**src/rtl/seg_pkg.sv**
```systemverilog
// seg_pkg: shared segment types and active-low glyph patterns in a..g ([0:6]) order.
package seg_pkg;
  typedef logic [0:6] seg_t;
  localparam seg_t SEG_BLANK = 7'h7F;
  localparam seg_t SEG_MINUS = 7'b1111110;
  localparam seg_t SEG_LUT [16] = '{
    7'b0000001, 7'b1001111, 7'b0010010, 7'b0000110,
    7'b1001100, 7'b0100100, 7'b0100000, 7'b0001111,
    7'b0000000, 7'b0000100, 7'b0001000, 7'b1100000,
    7'b0110001, 7'b1000010, 7'b0110000, 7'b0111000
  };
endpackage

```
**src/rtl/seg_decoder.sv**
```systemverilog
// seg_decoder: nibble to active-low segments; 10..15 blank unless hex mode.
module seg_decoder
  import seg_pkg::*;
(
  input  logic [3:0] nibble_i,
  input  logic       hex_mode_i,
  output logic [0:6] seg_o
);
  always_comb seg_o = (nibble_i > 4'd9 && !hex_mode_i) ? SEG_BLANK : SEG_LUT[nibble_i];
endmodule

```
**src/rtl/seg_scan_display.sv**
```systemverilog
// seg_scan_display: time-multiplexed 7-segment scanner with per-frame snapshot,
// sign digit, leading-zero blanking and registered active-low outputs.
module seg_scan_display
  import seg_pkg::*;
#(
  parameter int NUM_DIGITS = 4,
  parameter int CLK_DIV    = 25000,
  parameter bit SIGN_EN    = 1,
  parameter bit HEX_MODE   = 0
) (
  input  logic                    clk,
  input  logic                    rst,
  input  logic [4*NUM_DIGITS-1:0] digits_in,
  input  logic [NUM_DIGITS-1:0]   dp_in,
  input  logic                    sign_in,
  input  logic                    blank_lz,
  input  logic                    enable,
  output logic [0:6]              segments,
  output logic                    dp_out,
  output logic [NUM_DIGITS-1:0]   anode_active,
  output logic                    frame_done
);
  localparam int PW = CLK_DIV > 1 ? $clog2(CLK_DIV) : 1;
  localparam int IW = NUM_DIGITS > 1 ? $clog2(NUM_DIGITS) : 1;
  localparam logic [NUM_DIGITS-1:0] ONE = 1;
  logic [PW-1:0]             presc_q;
  logic [IW-1:0]             idx_q;
  logic [4*NUM_DIGITS-1:0]   dig_q;
  logic [NUM_DIGITS-1:0]     dp_q;
  logic                      sign_q, blz_q;
  logic                      tick, wrap, sign_pos, run;
  logic [NUM_DIGITS-1:0]     lz;
  logic [0:6]                dec_seg, seg_d;
  assign tick     = presc_q == PW'(CLK_DIV - 1);
  assign wrap     = tick && idx_q == IW'(NUM_DIGITS - 1);
  assign sign_pos = SIGN_EN && idx_q == IW'(NUM_DIGITS - 1);
  // lz[k]: digit k and every value digit above it are zero (sign slot excluded)
  always_comb begin
    lz  = '0;
    run = 1'b1;
    for (int k = NUM_DIGITS - 1; k > 0; k--) begin
      if (!(SIGN_EN && k == NUM_DIGITS - 1)) begin
        run   = run && dig_q[4*k +: 4] == 4'd0;
        lz[k] = run;
      end
    end
  end
  seg_decoder u_dec (
    .nibble_i   (dig_q[{idx_q, 2'b00} +: 4]),
    .hex_mode_i (HEX_MODE),
    .seg_o      (dec_seg)
  );
  always_comb seg_d = sign_pos ? (sign_q ? SEG_MINUS : SEG_BLANK)
                    : (blz_q && lz[idx_q]) ? SEG_BLANK : dec_seg;
  always_ff @(posedge clk) begin
    if (!rst) begin
      presc_q      <= '0;
      idx_q        <= '0;
      dig_q        <= '0;
      dp_q         <= '0;
      sign_q       <= 1'b0;
      blz_q        <= 1'b0;
      segments     <= SEG_BLANK;
      dp_out       <= 1'b1;
      anode_active <= '1;
      frame_done   <= 1'b0;
    end else begin
      presc_q <= tick ? '0 : presc_q + 1'b1;
      idx_q   <= wrap ? '0 : tick ? idx_q + 1'b1 : idx_q;
      if (wrap) begin
        dig_q  <= digits_in;
        dp_q   <= dp_in;
        sign_q <= sign_in;
        blz_q  <= blank_lz;
      end
      frame_done   <= wrap;
      anode_active <= enable ? ~(ONE << idx_q) : '1;
      segments     <= enable ? seg_d : SEG_BLANK;
      dp_out       <= enable ? ~dp_q[idx_q] : 1'b1;
    end
  end
endmodule

```
**config.mk**
```make
export PLATFORM = sky130hd
export DESIGN_NAME = seg_scan_display
export DESIGN_NICKNAME = d
export VERILOG_FILES = /design/src/rtl/seg_pkg.sv /design/src/rtl/seg_decoder.sv /design/src/rtl/seg_scan_display.sv
export SDC_FILE = /design/constraint.sdc
export NUM_CORES = 1
export LEC_CHECK = 0
export BUFFER_PORTS_ARGS = -buffer_cell sky130_fd_sc_hd__buf_2
export CAP_MARGIN = 20
export CELL_PAD_IN_SITES_DETAIL_PLACEMENT = 2
export CELL_PAD_IN_SITES_GLOBAL_PLACEMENT = 2
export CORE_UTILIZATION = 38
export CTS_CLUSTER_SIZE = 25
export DETAILED_ROUTE_END_ITERATION = 7
export GPL_TIMING_DRIVEN = 0
export PLACE_DENSITY = 0.95
export SYNTH_ARGS = -nofsm -noshare
export SYNTH_HDL_FRONTEND = slang
export SYNTH_HIERARCHICAL = 1
export SYNTH_SLANG_ARGS = --single-unit
```
**constraint.sdc**
```tcl
create_clock -name clk -period 4.4 [get_ports clk]
set_clock_uncertainty 0.15 [all_clocks]
set_input_delay 0.88 -clock clk [delete_from_list [all_inputs] [get_ports clk]]
set_output_delay 0.88 -clock clk [all_outputs]
set_load 0.005 [all_outputs]
```
Word-level counts from Yosys, hierarchy flattened --
Memories as Yosys holds them, arrays and structs flattened. Index checks and enable logic that the tools add are counted.
Storage, ports and cells: bits in registers 52, memory bits (read-only) 112, bits of input ports 25, output and inout bits 13, logic and storage cells 42, memories kept 1
Memories:
- (no name shown) | words 16, bits a word 7, rd ports 1, clocked after Yosys merged registers in 0, write ports 0, line seg_decoder.sv:9 | always_comb seg_o = (nibble_i > 4'd9 && !hex_mode_i) ? SEG_BLANK : SEG_LUT[nibble_i];
Operators by class: $add $sub $neg 2, order comparisons 3, equal/unequal tests 2, shift operators 2, multiplexer cells 10, bitwise operators 4, reduce and logical (&&, ||, !) cells 8
Operators by type and width (count):
- $mux 7 | 5
- $shiftx 16x5->4 | 1
- $add 15x1->15 const B | 1
- $eq 15x15->1 const B | 1
- $logic_not 4->1 | 2
- $ge 5x5->1 const B | 1
- $not 4->5 | 1
- $bmux 1 s2 | 2
- $gt 4x4->1 const B | 1
- $not 4->4 | 1
- $reduce_or 2->1 | 2
- $shl 1x2->4 const A | 1
- $logic_and 1x1->1 | 3
- $lt 2x3->1 const B | 1
- $mux 1 | 3
- $add 2x1->2 const B | 1
- $eq 2x2->1 const B | 1
- $not 1->1 | 2
- $reduce_and 2->1 | 1

Depth between registers and ports, before layout --
Gate-level depths: netlist of run 1.
depth in word-level cells 8, depth in mapped cells 9, depth with buffers taken out 8

By module --
The synthesis of run 1 kept the hierarchy.
By module, submodules not included:
- seg_scan_display | times used 1, cells each 183, area an instance 1985.7 µm², sequential area each 1041.0 µm²
- seg_decoder | times used 1, cells each 42, area an instance 310.3 µm², sequential area each 0.0 µm²

Worst setup path before layout of run 1 --
Ideal clock, no wire load.
kind register -> register, start point register idx_q[0], end point register segments[0] in the netlist's numbering, setup time 0.143 ns, data arrival time 2.207 ns, data required time 4.107 ns, setup slack 1.901 ns, stages on the path, launching flop included 9, path buffers 1, clock period less this slack 2.499 ns, cells stage by stage dfxtp_1 -> clkbuf_1 -> mux4_2 -> inv_1 -> ha_1 -> nor2b_1 -> o311ai_1 -> o21a_1 -> nand2b_1
On the way: cells in the longest elaborated chain, start to end 8, elaborated cells on any way between the ends 13, those cells by class order compare (1); eq/ne (1); shift (1); mux (7); bitwise (1); reduce/logical (1); memory (1)
Ends and longest elaborated chain:
- from (decl) | line seg_scan_display.sv:27 | logic [IW-1:0] idx_q;
- from (signal assigned) | line seg_scan_display.sv:69 | idx_q <= wrap ? '0 : tick ? idx_q + 1'b1 : idx_q;
- $shiftx 16x5->4 * | line seg_scan_display.sv:49 | .nibble_i (dig_q[{idx_q, 2'b00} +: 4]),
- $not 4->5 (implied by the code) | line seg_decoder.sv:9
- $mem_v2 16x7
- $mux 7 (implied by the code) (2 in a row) | line seg_decoder.sv:9
- $mux 7 * | line seg_decoder.sv:9
- named net dec_seg, one bit | line seg_scan_display.sv:33 | logic [0:6] dec_seg, seg_d;
- $mux 7 * | line seg_scan_display.sv:54 | : (blz_q && lz[idx_q]) ? SEG_BLANK : dec_seg;
- $mux 7 * | line seg_scan_display.sv:53 | always_comb seg_d = sign_pos ? (sign_q ? SEG_MINUS : SEG_BLANK)
- to (signal assigned) | line seg_scan_display.sv:78 | segments <= enable ? seg_d : SEG_BLANK;
- to (decl) | line seg_scan_display.sv:18 | output logic [0:6] segments,
Mark *: on every way through the listed nets, which the timed path passes. The rest lies on a longest branch. The select of a mux whose other input is x is not followed. A chain may end at the register's enable or synchronous reset.

Worst setup path after layout of run 1 --
Same ends and word-level chain as after synthesis.

==> flow_metrics.tcl, run 1 <==
set metrics [dict create \
    outcome "complete, no violations" \
    io_buffers 37 \
    cts_sinks 52 \
    h-tree-depth 2 \
    drc 0 \
    post_cts_resized 0 \
    cts_setup_buffers 0 \
    area_delta_synth_final_pct 17.2 \
    power_mw 0.856 \
    fin_cells 345 \
    fp.coreArea_sq_um 5680 \
    avgSynthCellArea_sq_um 10.2 \
    grt_usage_pct 25.1 \
    start_kind "flip-flop" \
    root_buffer "clkbuf_8" \
    worstSkewPairLatency_ps 310 \
    cp_max_fo 9 \
    leakagePower_nw 1.06 \
    critPathRequiredTime_ps 4460 \
    synthCells 225 \
    wl_per_cell_um 20.8 \
    finalSetupTns_ps 0 \
    die_width_um 79.7 \
    cp_top_family "buffers and inverters" \
    ys_warn_count 6 \
    crit_cells 8 \
    power_density_nw_per_um2 318 \
    synth_area_sq_um 2300 \
    timing.fmax_mhz 328 \
    grt_max_degree 16 \
    cts_tree "yes" \
    numCtsBuffers 5 \
    p_sw_mw 0.193 \
    n_antenna_cell 0 \
    maxSlewHeadroom_pct 52.4 \
    drt_first_pass_iters 4 \
    antenna_found_initial 0 \
    ant_nets 0 \
    dr_total_vias 1877 \
    worstMarginPinSlew_ps 714 \
    irDropWorstVdd_mv 0.188 \
    ys_types 39 \
    synth_top_area_cell "dfxtp_1" \
    grt_pass1_vias 2143 \
    grt_first_pass_wirelength_um 11800 \
    path_cells "clkbuf_1 > mux4_2 > inv_1 > ha_1 > nor2b_1 > o311ai_1 > o21a_1 > nand2b_1" \
    dp_hpwl_um 5240 \
    arrival_ps 3110 \
    overflow 0 \
    die_area_sq_um 6360 \
    period_share_pct 69.2 \
    r2r_cells 8 \
    post-place-ws_ps 1340 \
    hold_viol 0 \
    wl_um 7170 \
    start_util_pct 40.5 \
    final_layout_size_suffix_gt1_share_pct 23.4 \
    synth_top_area_share_pct 45.3 \
    ctsLongestPathBuffers 2 \
    nets 309 \
    yosysSeqAreaShare_pct 45.3 \
    worstSetupPathType "flip-flop to flip-flop" \
    seqPwrFrac_pct 56.2 \
    power_frac_clock_pct 39.4 \
    viasPerCell 5.44 \
    path_buf_inv 2 \
    ys_ff_latch 52 \
    ios 38 \
    synth_flop_cell "dfxtp_1" \
    maxCapViolCount 0 \
    synth-edff-count 0 \
    setup_viol 0 \
    whs_path_depth 1 \
    internal-power_mw 0.662 \
    finalWorstSetupSlack_ps 1350 \
    ys_top_cells_by_area "dfxtp_1 (45%), a22o_1 (8.4%), ha_1 (6.5%)" \
    p_comb_share_pct 4.4 \
    grt_setup_unrepaired "false" \
    num_rows 27 \
    switching_share_pct 22.6 \
    end_kind "flip-flop" \
    period_needed_ps 3050 \
    n_fill_cell 635 \
    gp_congestion 0.761 \
    async_flop_share_pct 0 \
    drt_iter0_drc 59 \
    max_stage_delay_ps 680 \
    drv_slew 0 \
    hp-class "flip-flop to flip-flop" \
    placedCellCount 336 \
    die_h_um 79.7 \
    clkTransAtPathRegs_ps 100 \
    hold_buffers 0 \
    worst_path_max_delay_cell "mux4_2" \
]
-- worst paths after layout --
| check | start | end | slack [ps] |
|---|---|---|---|
| worst max register to register | idx_q[0] | segments[0] | 1350 |
| worst min register to register | dig_q[3] | dig_q[3] | 340 |
| worst max-delay path | idx_q[0] | segments[0] | 1350 |
| worst min-delay path | dig_q[3] | dig_q[3] | 340 |
-- per-stage QoR --
stage	hold WS (ps)	instance area [sq um]	util [%]
2_1_floorplan	280	2300	-
3_3_place_gp	308	2580	45.4
3_5_place_dp	318	2580	45.4
4_1_cts	343	2690	47.3
5_1_grt	359	2690	47.4
6_report	342	2690	47.4
-- cell usage after synthesis (all sizes together) (4+ instances only) --
library cell	count
a22o	22
inv	10
xnor2	11
buf	8
o211ai	8
ha	12
nor3	5
nand2b	10
nor4	4
nand2	17
nand3	7
mux4	5
nor2	19
dfxtp	52
-- logic make-up (layout without fill, tap and decap cells) --
family	count (synthesis)	after routing	share of synthesized area (%)
AO/OA/AOI/OAI	41	41	15.1
XOR/XNOR	14	14	5.34
adder cells (fa/ha/maj)	12	12	6.54
buffers and inverters	21	67	4.63
flip-flops	52	52	45.3
multiplexers	8	8	6.21
other	1	3	0.163
AND/OR/NAND/NOR	76	76	16.6
-- sequential cells by signal (all words and copies together) (netlist names) --
register and flops:
dig_q 16, blz_q 1, dp_out 1, anode_active 4, dp_q 4, sign_q 1, frame_done 1, idx_q 2
segments 7, presc_q 15
-- per-layer routing --
metal / part of all wire [%] / track usage (%) / wire length [um]
met1: 43 / 31.1 / 3110
met5: 0 / 0 / 0
met2: 50 / 42.6 / 3590
met4: 2.9 / 10.2 / 205
met3: 3.5 / 4.57 / 254
-- power groups by stage --
stage | Clock [mW] | Combinational [mW] | Sequential [mW]
2_1_floorplan | 0 | 0.0142 | 0.491
3_3_place_gp | 0 | 0.0332 | 0.490
3_5_place_dp | 0 | 0.0354 | 0.491
4_1_cts | 0.338 | 0.0374 | 0.480
5_1_grt | 0.362 | 0.0416 | 0.481
6_report | 0.337 | 0.0378 | 0.481
-- final cells by class --
cell class / count / area, sq um / area share (%)
clock inverters: 2 / 35.0 / 1.30
multi-input cells: 154 / 1160 / 43.0
well taps: 72 / 90.1 / 3.35
inverters: 10 / 37.5 / 1.39
flip-flops and latches: 52 / 1040 / 38.7
clock buffers: 6 / 72.6 / 2.70
repair buffers: 38 / 190 / 7.07
plain buffers: 11 / 68.8 / 2.56
-- cells in the final DEF, fill, tap and decap left out, drive strengths merged, types with 7 or more instances in the layout --
cell    instances
a22o           22
buf            46
clkbuf          9
dfxtp          52
ha             12
inv            10
nand2          17
nand2b         10
nand3           7
nor2           19
o211ai          8
xnor2          11
(Power assumes the default switching activity.)
==> run 2, diff against run 1 <==
--- a/config.mk
+++ b/config.mk
@@ -5,15 +5,16 @@
 export SDC_FILE = /design/constraint.sdc
 export NUM_CORES = 1
 export LEC_CHECK = 0
+export ABC_AREA = 1
 export BUFFER_PORTS_ARGS = -buffer_cell sky130_fd_sc_hd__buf_2
 export CAP_MARGIN = 20
 export CELL_PAD_IN_SITES_DETAIL_PLACEMENT = 2
 export CELL_PAD_IN_SITES_GLOBAL_PLACEMENT = 2
-export CORE_UTILIZATION = 38
+export CORE_UTILIZATION = 30
 export CTS_CLUSTER_SIZE = 25
 export DETAILED_ROUTE_END_ITERATION = 7
 export GPL_TIMING_DRIVEN = 0
-export PLACE_DENSITY = 0.95
+export PLACE_DENSITY = 0.87
 export SYNTH_ARGS = -nofsm -noshare
 export SYNTH_HDL_FRONTEND = slang
 export SYNTH_HIERARCHICAL = 1
==> constraint.sdc (replaced) <==
create_clock -name clk -period 2.45 [get_ports clk]
set_clock_uncertainty 0.15 [all_clocks]
set_input_delay 0.49 -clock clk [delete_from_list [all_inputs] [get_ports clk]]
set_output_delay 0.49 -clock clk [all_outputs]
set_load 0.005 [all_outputs]
==> run 2 against run 1 <==
Cell area is 25% higher. Synthesized cell count is 64% higher. Register-to-register slack worse by 1200 ps. Global-route usage is 6.9 points lower. Critical endpoint is now segments[6].
==> flow_metrics.tcl, run 2 <==
set metrics [dict create \
    outcome "complete, no violations" \
    root_buffer "clkbuf_8" \
    internal-power_mw 1.09 \
    ys_warn_count 6 \
    yosysSeqAreaShare_pct 36.5 \
    worstSetupPathType "flip-flop to flip-flop" \
    synthTopCellsByCount "nand2_1 (86), dfxtp_1 (52), nand3_1 (32), nor2_1 (31), inv_1 (29)" \
    layout_commonest_cell "nand2_1" \
    hold_viol 0 \
    wl_per_cell_um 15.4 \
    path_buf_inv 5 \
    die_area_sq_um 9910 \
    gp_congestion 0.773 \
    switching_share_pct 26.4 \
    regMostFlops "dig_q" \
    max_stage_delay_ps 420 \
    drt_first_pass_iters 4 \
    hp-class "input pin to flip-flop" \
    reg.largest.list "dig_q: 16 flops, presc_q: 15 flops, segments: 7 flops" \
    wl_um 8410 \
    num_rows 35 \
    drv_slew 0 \
    fin_area_sq_um 3360 \
    synth_flop_cell "dfxtp_1" \
    leakagePower_nw 1.38 \
    cp_top_family "buffers and inverters" \
    power_density_nw_per_um2 443 \
    power_frac_clock_pct 37.1 \
    synth-edff-count 0 \
    synth_top_area_share_pct 36.5 \
    grt_usage_pct 18.1 \
    cts_tree "yes" \
    grt_first_pass_wirelength_um 14100 \
    cts_sinks 52 \
    irDropWorstVdd_mv 0.213 \
    drt_iter0_drc 28 \
    ios 38 \
    holdWs_ps 243 \
    antenna_found_initial 0 \
    start_util_pct 30.9 \
    worst_path_max_delay_cell "dfxtp_4" \
    placed_area_sq_um 3200 \
    area_delta_synth_final_pct 17.6 \
    fp.coreArea_sq_um 9240 \
    worstMarginPinSlew_ps 577 \
    period_share_pct 91.9 \
    period_needed_ps 2250 \
    maxCapViolCount 0 \
    ys_ff_latch 52 \
    path_cells "inv_2 > buf_4 > o21ai_1 > o31ai_2 > inv_2 > ha_2 > nand2_4 > nand3_4 > nand3_1 > inv_1 > nand3_1 > nand2_1 > inv_1" \
    grt_setup_unrepaired "false" \
    synth_nets 407 \
    async_flop_share_pct 0 \
    die_h_um 99.5 \
    timing.fmax_mhz 444 \
    ant_nets 0 \
    yosysMostFrequentCell "nand2_1" \
    nets 454 \
    viasPerCell 4.87 \
    synth_top_area_cell "dfxtp_1" \
    grt_max_degree 19 \
    numCtsBuffers 5 \
    maxSlewHeadroom_pct 61.4 \
    drc 0 \
    ys_top_cells_by_area "dfxtp_1 (36%), nand2_1 (11%), nand3_2 (7.4%)" \
    n_antenna_cell 0 \
    synth_area_sq_um 2850 \
    arrival_ps 2330 \
    p_sw_mw 0.392 \
    p_comb_share_pct 5.2 \
    ys_types 33 \
    clkTransAtPathRegs_ps 120 \
    final_layout_size_suffix_gt1_share_pct 28.2 \
    seqPwrFrac_pct 57.7 \
    overflow 0 \
    die_width_um 99.5 \
    dr_total_vias 2662 \
    ff2ff_setup_slack_ps 200 \
    cp_max_fo 11 \
    worstSkewPairLatency_ps 330 \
    largest_reg_flops 16 \
    finalWorstSetupSlack_ps 199 \
    avgSynthCellArea_sq_um 7.71 \
    grt_pass1_vias 2892 \
    synthCells 370 \
    final_cell_mix "nand2_1 (86), dfxtp_1 (50), buf_2 (42), nand3_1 (32), nor2_1 (31)" \
    h-tree-depth 2 \
    io_buffers 37 \
    start_kind "flip-flop" \
    setup_viol 0 \
    post-place-ws_ps -612 \
    critPathRequiredTime_ps 2530 \
    dp_hpwl_um 6330 \
    ctsLongestPathBuffers 2 \
    end_kind "flip-flop" \
]
-- run 2: cell types whose count changed in the layout (fill, tap and decap cells not counted), moves of 6 or more --
| cell | previous run | this run |
|---|---|---|
| nand2_1 | 17 | 86 |
| a22o_1 | 22 | 0 |
| nand4_1 | 3 | 24 |
| nand3_1 | 7 | 32 |
| o21ai_0 | 2 | 11 |
| nand2b_1 | 10 | 0 |
| inv_1 | 9 | 27 |
| a21oi_1 | 0 | 9 |
| nor2_2 | 1 | 7 |
| xnor2_1 | 11 | 1 |
| nand3b_1 | 0 | 6 |
| nor2_1 | 18 | 31 |
| nand3_2 | 0 | 21 |
| o211ai_1 | 7 | 0 |
-- run 2: kinds of logic after synthesis --
logic type | count (synthesis) | share of synthesized area [%]
other | 1 | 0.131
adders and majority gates | 12 | 5.26
xor gates and xnor gates | 3 | 0.921
and+or+nand+nor | 223 | 42.2
buffers and inverters | 50 | 8.99
AOI/OAI and AO/OA | 29 | 6.01
DFF | 52 | 36.5
-- run 2: tightest hold or removal path, delay by kind of cell --
kind | cells | cell delay [ps]
buf+inv | 1 | 80
simple gates | 2 | 130
-- run 2: timing repair --
action	4_1_cts	5_1_grt
hold buffers	0	0
buffers inserted	1	2
setup endpoints to repair	7	7
pin swaps	0	1
gates resized for setup	9	5
-- run 2: worst paths after layout --
| check | from | cells after the start | endpoint |
|---|---|---|---|
| max | idx_q[0] | 13 | segments[6] |
| min | digits_in[8] | 3 | dig_q[8] |
| max reg2reg | idx_q[0] | 13 | segments[6] |
| min reg2reg | presc_q[0] | 1 | presc_q[0] |
-- run 2: power groups by stage --
stage	logic (mW)	registers, mW	clock network (mW)
after floorplan	0.0359	0.879	0
after global placement	0.0750	0.879	0
after detailed placement	0.0780	0.879	0
after CTS	0.0785	0.860	0.584
after global routing	0.0851	0.860	0.613
final	0.0767	0.859	0.552
-- run 2: stage by stage --
step | setup TNS, ps | util, % | total power, mW | cells
finish | 0 | 36.3 | 1.49 | 547
global route | 0 | 36.3 | 1.56 | 547
CTS | 0 | 36.1 | 1.52 | 545
detailed placement | -3720 | 34.6 | 0.957 | 536
global placement | -2780 | 34.6 | 0.954 | 536
floorplan | 0 | - | 0.915 | 370
-- run 2: final cells by class --
cell class	instances	area, sq um
Buffer	16	123
Clock inverter	3	27.5
Inverter	34	139
Sequential cell	52	1050
Fill cell	1121	5880
Clock buffer	5	68.8
Multi-Input combinational cell	268	1580
Timing Repair Buffer	40	208
Tap cell	129	161
-- run 2: layer usage --
| layer | track usage (%) | wire, um | part of all wire [%] |
|---|---|---|---|
| met1 | 19.8 | 3500 | 42 |
| met2 | 36.8 | 4610 | 55 |
| met3 | 2.74 | 228 | 2.7 |
| met4 | 3.17 | 74 | 0.88 |
| met5 | 0 | 0 | 0 |
